`config.mk`:
```
export PLATFORM = sky130hd
export DESIGN_NAME = pat_deadtime_ctrl
export DESIGN_NICKNAME = d
export VERILOG_FILES = /design/src/rtl/pat_deadtime_ctrl_pkg.sv /design/src/rtl/pat_deadtime_ctrl_cnt.sv /design/src/rtl/pat_deadtime_ctrl.sv
export SDC_FILE = /design/constraint.sdc
export NUM_CORES = 1
export LEC_CHECK = 0
export ABC_AREA = 0
export CAP_MARGIN = 15
export CORE_ASPECT_RATIO = 0.6
export CORE_MARGIN = 2
export CORE_UTILIZATION = 52
export DETAILED_ROUTE_END_ITERATION = 6
export HOLD_SLACK_MARGIN = 0.02
export PLACE_DENSITY = 0.95
export SYNTH_ARGS = -nofsm -noshare
export SYNTH_HDL_FRONTEND = slang
export SYNTH_SLANG_ARGS = --single-unit
```
`constraint.sdc`:
```
create_clock -name clock -period 5.1 [get_ports clock]
set_clock_uncertainty 0.05 [all_clocks]
set_input_delay 0.765 -clock clock [delete_from_list [all_inputs] [get_ports clock]]
set_output_delay 0.765 -clock clock [all_outputs]
set_load 0.01 [all_outputs]
```
`src/rtl/pat_deadtime_ctrl_pkg.sv`:
```
// Shared pattern-field widths and helpers for the pattern dead-time controller.
// Field widths are owned here so the selector and this block always agree.
package pat_deadtime_ctrl_pkg;

  localparam int MXPATB     = 7;   // [6:4] layer-hit count, [3:0] pattern id
  localparam int MXKEYBX    = 8;   // [7:5] group, [4:0] half-strip in group
  localparam int MXSUBKEYBX = 10;
  localparam int MXQLTB     = 9;

  localparam int NGRP   = 7;
  localparam int CNTW   = 4;
  localparam int HS_MAX = 31;

  typedef struct packed {
    logic                  vld;
    logic [MXPATB-1:0]     pat;
    logic [MXKEYBX-1:0]    key;
    logic [MXSUBKEYBX-1:0] subkey;
    logic [MXQLTB-1:0]     qlt;
  } clct_t;

  // Groups whose dead-time counter is (re)loaded by an accept in group grp.
  // Neighbours are only marked near a group edge and never wrap past 0 or 6.
  function automatic logic [NGRP-1:0] grp_load_mask(input logic [2:0] grp,
                                                    input logic [4:0] hs,
                                                    input int         spread);
    logic [NGRP-1:0] m;
    m = '0;
    for (int i = 0; i < NGRP; i++) begin
      if (int'(grp) == i)
        m[i] = 1'b1;
      if ((int'(grp) == i + 1) && (int'(hs) < spread))
        m[i] = 1'b1;
      if ((int'(grp) == i - 1) && (int'(hs) > HS_MAX - spread))
        m[i] = 1'b1;
    end
    return m;
  endfunction

endpackage

```
`src/rtl/pat_deadtime_ctrl_cnt.sv`:
```
// Per-group dead-time down-counter; busy while the count is non-zero.
module dead_cnt
  import pat_deadtime_ctrl_pkg::*;
#(
  parameter int W = CNTW
) (
  input  logic         clock,
  input  logic         reset_n,
  input  logic         load,
  input  logic         flush,
  input  logic [W-1:0] reload,
  output logic         busy
);

  logic [W-1:0] r_cnt;

  // flush beats load; load beats the decrement so re-acceptance restarts the window
  always_ff @(posedge clock or negedge reset_n) begin
    if (!reset_n)
      r_cnt <= '0;
    else if (flush)
      r_cnt <= '0;
    else if (load)
      r_cnt <= reload;
    else if (r_cnt != '0)
      r_cnt <= r_cnt - W'(1);
  end

  assign busy = (r_cnt != '0);

endmodule

```
`src/rtl/pat_deadtime_ctrl.sv`:
```
// Accepts the selector's best pattern, registers it out, and holds the hit group
// (plus edge neighbours) busy for DEAD_CYCLES clocks so the selector skips them.
module pat_deadtime_ctrl
  import pat_deadtime_ctrl_pkg::*;
#(
  parameter int DEAD_CYCLES = 4,
  parameter int EDGE_SPREAD = 2,
  parameter int HIT_THRESH  = 4
) (
  input  logic                  clock,
  input  logic                  reset_n,
  input  logic                  enable,
  input  logic                  flush,
  input  logic [MXPATB-1:0]     best_pat,
  input  logic [MXKEYBX-1:0]    best_key,
  input  logic [MXSUBKEYBX-1:0] best_subkey,
  input  logic [MXQLTB-1:0]     best_qlt,
  input  logic                  best_bsy,
  output logic [NGRP-1:0]       bsy,
  output logic                  clct_vld,
  output logic [MXPATB-1:0]     clct_pat,
  output logic [MXKEYBX-1:0]    clct_key,
  output logic [MXSUBKEYBX-1:0] clct_subkey,
  output logic [MXQLTB-1:0]     clct_qlt,
  output logic [15:0]           accept_cnt,
  output logic                  bad_key
);

  localparam logic [CNTW-1:0] LP_DEAD = CNTW'(DEAD_CYCLES);

  logic [2:0]      w_grp;
  logic [4:0]      w_hs;
  logic [2:0]      w_hits;
  logic            w_thr_ok;
  logic            w_grp_ok;
  logic            w_accept;
  logic [NGRP-1:0] w_load;
  logic [NGRP-1:0] w_busy;

  clct_t           r_clct;
  logic [15:0]     r_acnt;
  logic            r_bad_key;

  assign w_grp    = best_key[7:5];
  assign w_hs     = best_key[4:0];
  assign w_hits   = best_pat[6:4];
  assign w_thr_ok = (int'(w_hits) >= HIT_THRESH);
  assign w_grp_ok = (w_grp != 3'd7);
  assign w_accept = enable && !flush && !best_bsy && w_thr_ok && w_grp_ok;
  assign w_load   = w_accept ? grp_load_mask(w_grp, w_hs, EDGE_SPREAD) : '0;

  for (genvar gi = 0; gi < NGRP; gi++) begin : g_grp
    dead_cnt #(.W(CNTW)) u_cnt (
      .clock   (clock),
      .reset_n (reset_n),
      .load    (w_load[gi]),
      .flush   (flush),
      .reload  (LP_DEAD),
      .busy    (w_busy[gi])
    );
  end

  always_ff @(posedge clock or negedge reset_n) begin
    if (!reset_n) begin
      r_clct    <= '0;
      r_acnt    <= '0;
      r_bad_key <= 1'b0;
    end else begin
      r_bad_key <= (w_grp == 3'd7);
      if (w_accept) begin
        r_clct.vld    <= 1'b1;
        r_clct.pat    <= best_pat;
        r_clct.key    <= best_key;
        r_clct.subkey <= best_subkey;
        r_clct.qlt    <= best_qlt;
        if (r_acnt != 16'hFFFF)
          r_acnt <= r_acnt + 16'd1;
      end else begin
        r_clct <= '0;
      end
    end
  end

  assign bsy         = w_busy;
  assign clct_vld    = r_clct.vld;
  assign clct_pat    = r_clct.pat;
  assign clct_key    = r_clct.key;
  assign clct_subkey = r_clct.subkey;
  assign clct_qlt    = r_clct.qlt;
  assign accept_cnt  = r_acnt;
  assign bad_key     = r_bad_key;

endmodule

```
=== Yosys cells after proc, flatten, opt, wreduce, memory -nomap -nowiden ===
Cells that the tools add are included.

* $add $sub $neg: 8
* Order comparisons: 3
* Eq/ne operators: 10
* Mux-type cells: 43
* Reductions and logical operators: 35

{| class="wikitable"
|+ Operator list
! cell !! number
|-
| $mux W4 || 21
|-
| $mux W35 || 1
|-
| $reduce_bool A4 Y1 || 7
|-
| $sub A4 B1 Y4 const B || 7
|-
| $reduce_bool A3 Y1 || 7
|-
| $mux W1 || 20
|-
| $logic_and A1 B1 Y1 || 17
|-
| $add A16 B1 Y16 const B || 1
|-
| $ne A16 B16 Y1 const B || 1
|-
| $eq A3 B3 Y1 const B || 5
|-
| $mux W7 || 1
|-
| $eq A3 B2 Y1 const B || 2
|-
| $gt A5 B5 Y1 const B || 1
|-
| $lt A5 B2 Y1 const B || 1
|-
| $eq A3 B1 Y1 const B || 1
|-
| $ge A3 B3 Y1 const B || 1
|-
| $logic_not A3 Y1 || 1
|-
| $ne A3 B3 Y1 const B || 1
|-
| $logic_not A1 Y1 || 2
|-
| $reduce_and A2 Y1 || 1
|}

* Bits in registers: 80
* Bits of input ports: 39
* Output and inout bits: 59
* Logic and storage cells: 113

=== Depth between registers and ports, before layout ===
Gate-level depths: netlist (run 1).

* Word-level depth: 8
* Gate-level depth with buffers: 7

=== Hierarchy ===
From an unflattened synthesis (run 1), not the netlist that was laid out.

* Cells, all modules: 350
* Area total of the unflattened synthesis: 3,838.7 um2

{| class="wikitable"
|+ Modules (own cells, without submodules)
! module !! times used !! cells an instance !! area an instance (um2)
|-
| pat_deadtime_ctrl || 1 || 182 || 2,157.1
|-
| dead_cnt || 7 || 24 || 240.2
|}

=== Worst setup path after synthesis (run 1) ===
OpenSTA, ideal clock, no wires.

* Kind: flip-flop to output port
* From: reg g_grp[3].u_cnt.r_cnt[0]
* To: out bsy[3]
* Data arrival time: 1,315 ps
* Data required time: 4,285 ps
* Path slack: 2,970 ps
* Cell stages (with the launch flop): 6
* Buffers on the path: 2
* Path through: dfrtp_1 -> inv_1 -> ha_1 -> or3b_2 -> clkbuf_1 -> buf_4

* Longest elaborated chain between the ends: 1

{| class="wikitable"
|+ Ends and longest elaborated chain
! what !! RTL line !! RTL
|-
| start: declaration || pat_deadtime_ctrl_cnt.sv:15 || <nowiki>logic [W-1:0] r_cnt;</nowiki>
|-
| start signal: assignment || pat_deadtime_ctrl_cnt.sv:24 || <nowiki>r_cnt <= reload;</nowiki>
|-
| start signal: assignment || pat_deadtime_ctrl_cnt.sv:26 || <nowiki>r_cnt <= r_cnt - W'(1);</nowiki>
|-
| $reduce_bool A4 Y1 || pat_deadtime_ctrl_cnt.sv:29 || <nowiki>assign busy = (r_cnt != '0);</nowiki>
|-
| end: declaration || pat_deadtime_ctrl.sv:19 || <nowiki>output logic [NGRP-1:0] bsy,</nowiki>
|}

No other way between the ends.

=== Worst setup path in the final report (run 1) ===
* From: in flush
* To: reg r_acnt[3], in the netlist accept_cnt[3]

* Longest elaborated chain between the ends: 6

{| class="wikitable"
|+ Ends and longest elaborated chain
! what !! RTL line !! RTL
|-
| start: declaration || pat_deadtime_ctrl.sv:13 || <nowiki>input logic flush,</nowiki>
|-
| $logic_not A1 Y1 || pat_deadtime_ctrl.sv:49 || <nowiki>assign w_accept = enable && !flush && !best_bsy && w_thr_ok && w_grp_ok;</nowiki>
|-
| $logic_and A1 B1 Y1 (4 in series) || pat_deadtime_ctrl.sv:49 ||
|-
| $reduce_and A2 Y1 (no source line) || - ||
|-
| end signal: assignment || pat_deadtime_ctrl.sv:77 || <nowiki>r_acnt <= r_acnt + 16'd1;</nowiki>
|-
| end: declaration || pat_deadtime_ctrl.sv:41 || <nowiki>logic [15:0] r_acnt;</nowiki>
|}

No other way between the ends.
A chain may end at the register's enable or synchronous reset.

==> results, run 1 <==
- The total grt overflow is 0.
- After detailed routing, the average wire length per cell comes to 15.7 um.
- The multiplexer area fraction after synthesis is slightly above 1%.
- In this run the worst path has a maximum fanout of 35.
- After clock tree synthesis, the flow added hold-fix buffers numbering 0.
- Summing the areas of all and, or, nand and nor instances in the mapped netlist gives around a fifth of the synthesized area.
- The initialized floorplan defines 23 standard-cell rows.
- IR analysis of the VDD net gives a maximum drop of 0.310 mV.
- After Yosys synthesis, full adders, half adders and majority gates account for 5.17% of the synthesized area.
- The ratio of routed vias to standard cells is 5.16.
- In the global route stage, overall resource usage came out at approximately 22%.
- The detailed router used layers up to and including met4.
- The final estimated routing congestion in global placement is 0.781.
- The synthesized area divided by synthesized cell count is 11.5 um2.
- The completed layout was analyzed and its total power is approximately 2300 uW.
- The worst setup path is launched from an input port.
- The starting utilization of the core area is 54.1%.
- The flow ran to the end, and the final reports show no timing, DRC or antenna violations.
- The number of gates resized after CTS is 0.
- Post-CTS timing repair inserted 0 buffers for setup.
- Detailed routing inserted a total of 2,583 vias.
- The wire length of the first global-routing pass is 12,700 um.
- The static power due to leakage is 0.00226 uW.
- The worst-margin pin slew is 0.987 ns.
- The die height is 68.7 um.
- TritonCTS built the clock tree.
- The delay of the slowest critical-path stage is about 0.7 ns.
- Setup repair after global routing left no endpoint under its margin.
- The number of global-route vias before repair came to 2,630.
- For this block, wires on met1 add up to 3450 um.
- After clock tree synthesis, the clock-pin slew on the worst setup and hold paths is about 0.060 ns.
- The starting DRC count in detailed routing is 151.
- For this run, the top clock speed supported by timing is 0.316 GHz.
- Broken down by cell family, the worst path's largest delay share belongs to simple AND/OR/NAND/NOR gates.
- The post-route antenna net violation count is 0.
- Sorting the synthesized cells by area gives the leading types as dfrtp_1, and2_1, ha_1.
- The die is 112 um wide.
- Yosys mapped the design onto 53 distinct sky130hd cell types.
- The area growth from synthesis to layout is 36.0%.
- The cell area that synthesis handed to floorplanning was 3630 um2.
- The number of buffers on the longest clock path is 2.
- After detailed routing, the met3 layer carries 505 um of wire.
- The clock tree synthesis step divided the H-tree into 3 levels.
- The detailed-route wire length is slightly below 8000 um.
- After synthesis, the share of flip-flops with an asynchronous set or reset is 100%.
- Buffers placed on the I/O ports in this run total between 90 and 100.
- The shortest period the worst path allows is 3.16 ns.
- The share of Yosys cell area claimed by the top area cell type is a little under three fifths.
- In the routed design, unresolved DRC markers number 0.
- The clock insertion delay at the later pin of the skew report is 0.33 ns.
- The cell count after synthesis came out at 316.
- The number of placed I/O pins is 98.
- Once placement completed, the tool counted placed cells totaling 485.
- Among all flip-flop cells after synthesis, the most frequent one is dfrtp_1.
- The utilization of the core after routing is about three quarters.
- In the final design database the tool counted 463 nets.
- The worst slew slack as a fraction of its limit is 34.2%.
- The area of the core is 6710 um2.
- The detailed-placement wirelength estimate is between 5000 and 6000 um.
- The number of slew-limit violations in the final report is 0.
- The worst setup path is of the input port to flip-flop kind.
- During synthesis, Yosys emitted a total of 0 warnings.
- The critical path arrival is between 3 and 4 ns.
- The synthesized design contains 80 register bits.
- The root buffer cell chosen for the clock tree is clkbuf_16.
- Dividing total power by cell area gives a power density of 474 nW/um2.
- Yosys mapped a number of flops with a built-in enable equal to 0.
- The final sum of negative setup slack is 0 ns.
- The routed wire length on met2 is about 3800 um.
- In the final layout, the share of cells above drive strength 1 is 8.21%.
- Of the total synthesized cell area, the portion taken by XOR and XNOR cells is 7.48%.
- The initial antenna violation count came to 0.
- The number of clock buffers added by TritonCTS is 9.
- STA puts the critical path data required time at 5.30 ns.
- The post-layout instance count excluding filler cells is 501.
- The final critical path takes up 62.0% of the cycle.
- The share of the Yosys chip area taken by registers is 55.2%.
- The diode insertion count for antenna repair is 0.
- The clock net in this run drives a total of 80 sinks.
- The slowest cell on the critical path is clkdlybuf4s50_1.
- The library cell with the highest instance count after synthesis is dfrtp_1.
- The pin count of the biggest net entering global routing is 81.
- The first detailed-routing pass ran for 4 iterations.
- The nature of the critical path endpoint is a flip-flop.
- The count of endpoints failing hold in the final timing report is 0.
- The area of the die is 7690 um2.
- The net count after synthesis is 370.
- After synthesis, the most frequently instantiated cells are dfrtp_1, and2_1, nor2_1, xnor2_1.
- The max-cap check violation count is 0.
- The classification of the worst-slack hold path is flip-flop to flip-flop.
- The main combinational cell family by area after synthesis is simple AND/OR/NAND/NOR gates.
- Summing the areas of all compound-gate instances in the mapped netlist gives 5.96% of the synthesized area.
- The total of endpoints with negative setup slack in the final report is 0.
- The most area-hungry cell type in the Yosys netlist is dfrtp_1.
- Together, buffers and inverters on the worst path number 1.
- The signal on the critical path passes through clkdlybuf4s50_1, nand4bb_4, nor2_4, o31a_1, and4_1, xor2_1.
==> stage by stage <==
| step | instance area, um2 | hold slack, ns | worst slack, ns |
|---|---|---|---|
| 2_1_floorplan | 3630 | 0.419 | 2.97 |
| 3_3_place_gp | 4610 | 0.429 | 1.76 |
| 3_5_place_dp | 4610 | 0.431 | 1.63 |
| 4_1_cts | 4940 | 0.443 | 1.94 |
| 5_1_grt | 4940 | 0.478 | 1.64 |
| 6_report | 4940 | 0.444 | 1.94 |
==> worst reg2reg max path, stage by stage, from the launching register on <==
cell and delay [ns]:
dfrtp_1 0.44, and3_2 0.28, nand3_2 0.12, o31a_1 0.46
and4_1 0.30, xor2_1 0.14
==> path summary, 6_finish.rpt <==
check,startpoint,to,slack [ns],cells after the start
min in group asynchronous,reset_n,accept_cnt[7],0.54,1
min reg2reg,accept_cnt[7],accept_cnt[7],0.44,1
max in group asynchronous,reset_n,clct_qlt[2],3.82,1
min,accept_cnt[7],accept_cnt[7],0.44,1
max,flush,accept_cnt[3],1.94,6
max reg2reg,accept_cnt[5],accept_cnt[3],3.21,5
==> routing by layer <==
layer | global-route usage (%) | up-vias
met1 | 26.6 | 1258
li1 | - | 1238
met5 | 0 | -
met4 | 7.25 | 0
met3 | 7.08 | 9
met2 | 37.2 | 78
==> power breakdown <==
part / switching (uW) / leakage (uW) / internal, uW
logic: 405 / 0.00102 / 400
registers: 95.9 / 0.00108 / 749
clock network: 248 / 0.000153 / 444
total: 749 / 0.00226 / 1590
==> layout make-up <==
cell class / count / area (um2)
inverter: 15 / 56.3
clock buffer: 12 / 246
multi-input combinational: 206 / 1480
fill: 488 / 1770
tap: 87 / 109
sequential: 80 / 2000
clock inverter: 4 / 76.3
timing repair buffer: 97 / 968
==> registers in the layout, indices dropped and copies added (netlist names) <==
| name | cells |
|---|---|
| g_grp.u_cnt.r_cnt | 28 |
| accept_cnt | 16 |
| clct_subkey | 10 |
| clct_qlt | 9 |
| clct_key | 8 |
| clct_pat | 7 |
| bad_key | 1 |
| clct_vld | 1 |
==> layout by cell type (no fill, tap or decap), types with 2 or more instances in the layout <==
| cell | instances |
|---|---|
| a211oi_1 | 3 |
| a21o_1 | 2 |
| a21oi_1 | 9 |
| a22oi_1 | 3 |
| and2_1 | 35 |
| and2_4 | 2 |
| and3_1 | 3 |
| and3_2 | 2 |
| and4_1 | 3 |
| bufinv_16 | 2 |
| clkbuf_1 | 2 |
| clkbuf_16 | 9 |
| clkdlybuf4s50_1 | 96 |
| dfrtp_1 | 80 |
| ha_1 | 15 |
| inv_1 | 15 |
| nand2_1 | 15 |
| nand4_1 | 8 |
| nor2_1 | 27 |
| nor2b_1 | 2 |
| nor3_1 | 9 |
| nor4_1 | 2 |
| o211a_1 | 2 |
| or2b_1 | 2 |
| or3_1 | 5 |
| xnor2_1 | 20 |
| xor2_1 | 11 |
==> logic make-up (layout without fill, tap and decap cells) <==
| group | Yosys count | after routing |
|---|---|---|
| xor gates and xnor gates | 31 | 31 |
| and+or+nand+nor | 129 | 129 |
| muxes | 2 | 2 |
| AOI/OAI and AO/OA | 29 | 29 |
| DFF | 80 | 80 |
| adders and majority gates | 15 | 15 |
| buffers and inverters | 30 | 128 |
No activity file was read; power rests on OpenSTA's default activity.
==> run 2: changes to the inputs <==
--- a/config.mk
+++ b/config.mk
@@ -9,10 +9,10 @@
 export CAP_MARGIN = 15
 export CORE_ASPECT_RATIO = 0.6
 export CORE_MARGIN = 2
-export CORE_UTILIZATION = 52
+export CORE_UTILIZATION = 44
 export DETAILED_ROUTE_END_ITERATION = 6
 export HOLD_SLACK_MARGIN = 0.02
-export PLACE_DENSITY = 0.95
+export PLACE_DENSITY = 0.88
 export SYNTH_ARGS = -nofsm -noshare
 export SYNTH_HDL_FRONTEND = slang
 export SYNTH_SLANG_ARGS = --single-unit
==> constraint.sdc (replaced) <==
create_clock -name clock -period 2.7 [get_ports clock]
set_clock_uncertainty 0.05 [all_clocks]
set_input_delay 0.405 -clock clock [delete_from_list [all_inputs] [get_ports clock]]
set_output_delay 0.405 -clock clock [all_outputs]
set_load 0.01 [all_outputs]
==> results, run 2 (synthesis results as in run 1) <==
- The run finished with clean final reports.
- The power density over the cells is 850 nW/um2.
- The power spent charging and discharging nets is 1390 uW.
- Adding up every negative setup slack in the final design gives 0 ns.
- After detailed routing, the number of vias per cell comes to 4.98.
- The die height is 74.4 um.
- The nature of the critical path endpoint is an output port.
- The clock power share is around a quarter.
- g_grp.u_cnt.r_cnt holds more flip-flops than any other register.
- The post-placement cell area is 4680 um2.
- Buffers added to address setup during post-CTS repair amount to 0.
- The aggregate global-route resource usage is 18.3%.
- The data required time of the critical path is 2.25 ns.
- Along the worst path, the maximum fanout reaches 6.
- The total number of placement rows is 25.
- The maximum clock frequency is 0.406 GHz.
- Of the total power, registers draw a little under two fifths.
- The met1 routing resource usage after global routing is 23.7%.
- The pin count of the biggest net entering global routing is just over 80.
- The total grt overflow is 0.
- The worst slew slack as a fraction of its limit is 34.8%.
- The completed layout was analyzed and its total power is 4200 uW.
- The number of hold buffers added after cts is 0.
- 98 I/O pins were placed.
- The final estimated routing congestion in global placement is 0.774.
- The switching fraction of total power is approximately 33%.
- The routed design has 7520 um of wire.
- The count of endpoints failing hold in the final timing report came to 0.
- The depth of the CTS H-tree is 3.
- The maximum ir drop on the vdd rail is 0.368 mV.
- The area of the die is 9020 um2.
- The share of final-layout standard cells stronger than drive strength 1 is between 8 and 9%.
- The share of total power dissipated in combinational logic is between 30 and 40%.
- The number of antenna diodes in the final layout is 0.
- The most utilized layer in the global route result is met2.
- The total of endpoints with negative setup slack in the final report is 0.
- The initial antenna violation count is 0.
- The area growth from synthesis to layout is 36.0%.
- The clock insertion delay at the later pin of the skew report is 0.34 ns.
- The total number of vias is 2,621.
- The internal cell power is 2810 uW.
- The utilization of the core after routing is 62.1%.
- The CTS sink count is 80.
- The max-cap check violation count is 0.
- In this run, post-CTS repair resized a total of 0 instances.
- Clock-pin slew was measured on the worst setup and hold paths at 0.06 ns.
- STA classifies the critical path startpoint as a flip-flop.
- For this block, the initial DRC count from the detailed router was approximately 160.
- The period utilization is 91.2%.
- Setup repair after global routing left no endpoint under its margin.
- After detailed routing, the number of remaining DRC violations is 0.
- The commonest non-fill, non-tap cell in the layout is clkdlybuf4s50_1.
- The met3 track utilization from global routing is 6.90%.
- The number of global-route vias before repair is around 2,500.
- After detailed routing, the average wire length per cell comes to between 10 and 15 um.
- The root buffer selected by CTS is clkbuf_16.
- After routing the design area is ~5000 um2.
- The worst-margin pin slew is 0.978 ns.
- OpenSTA, run right after detailed placement, puts the worst setup slack at 0.357 ns.
- The worst path meets setup with 0.237 ns of slack.
- The critical path arrival is 2.01 ns.
- The met2 usage in global routing is 29.0%.
- The wire length of the first global-routing pass is 12,500 um.
- The flip-flop count of the largest register, all copies and words added is 28.
- Buffers placed on the I/O ports in this run total 97.
- The classification of the worst-slack hold path is input port to async pin.
- The detail route stage leaves a number of antenna-violating nets equal to 0.
- The total area inside the core boundary comes to 7950 um2.
- The number of buffers on the longest clock path is 2.
- The number of clock buffers added by TritonCTS is 9.
- The die is 121 um wide.
- The HPWL after detailed placement is 5500 um.
- The top cell types in the final layout, fill and taps aside, are clkdlybuf4s50_1, dfrtp_1, and2_1.
- The final layout contains about 470 nets.
- The number of slew-limit violations in the final report is 0.
- The static power due to leakage is 0.00225 uW.
- The initial utilization of the core area, before any placement, comes to 45.7%.
- The first detailed-routing pass ran for 5 iterations.
- The shortest period the worst path allows is about 2.5 ns.
- The path type of the worst setup path is flip-flop to output port.
- The TritonCTS clock tree is done.
run 2: cell count changes in the layout (fill, tap and decap cells not counted):
cell        change
buf_4           +5
bufinv_16       -2
clkbuf_1        +1
clkbuf_8        -1
clkinv_2        +1
clkinvlp_4      +1
inv_6           -1
run 2: power groups by stage:
stage	logic (uW)	registers [uW]	clock network (uW)
6_report	1540	1590	1060
3_5_place_dp	1540	1610	0
5_1_grt	1730	1620	1150
2_1_floorplan	1120	1580	0
3_3_place_gp	1470	1600	0
4_1_cts	1550	1590	1090
run 2: layout make-up:
type	instances	area, um2
repair buffers	102	1010
clock inverters	3	20.0
clock buffers	12	236
multi-input cells	206	1480
fillers	607	3010
flip-flops and latches	80	2000
well taps	108	135
inverters	15	56.3
run 2: worst paths after layout:
| check | startpoint | slack, ns | endpoint | cells past startpoint |
|---|---|---|---|---|
| max | g_grp[3].u_cnt.r_cnt[0] | 0.24 | bsy[3] | 4 |
| min | reset_n | 0.17 | clct_qlt[5] | 1 |
| max reg2reg | accept_cnt[5] | 0.87 | accept_cnt[4] | 5 |
| min reg2reg | accept_cnt[4] | 0.46 | accept_cnt[4] | 1 |
| max in group asynchronous | reset_n | 1.78 | g_grp[5].u_cnt.r_cnt[1] | 1 |
| min in group clock | accept_cnt[4] | 0.46 | accept_cnt[4] | 1 |
run 2: through the flow:
step,instances,hold WS [ns]
4_1_cts,526,0.219
5_1_grt,526,0.257
2_1_floorplan,316,0.0594
3_5_place_dp,511,0.455
3_3_place_gp,511,0.434
6_report,526,0.173
run 2: per-layer routing:
| layer | vias up | wire, um |
|---|---|---|
| li1 | 1247 | - |
| met3 | 6 | 448 |
| met5 | - | 0 |
| met4 | 0 | 69 |
| met1 | 1304 | 3430 |
| met2 | 64 | 3570 |
run 2: worst max-delay path, stage by stage, from the launching register on:
cell and delay [ns]:
dfrtp_1 0.40, inv_1 0.09, ha_1 0.15, or3b_2 0.52, clkdlybuf4s50_1 0.51
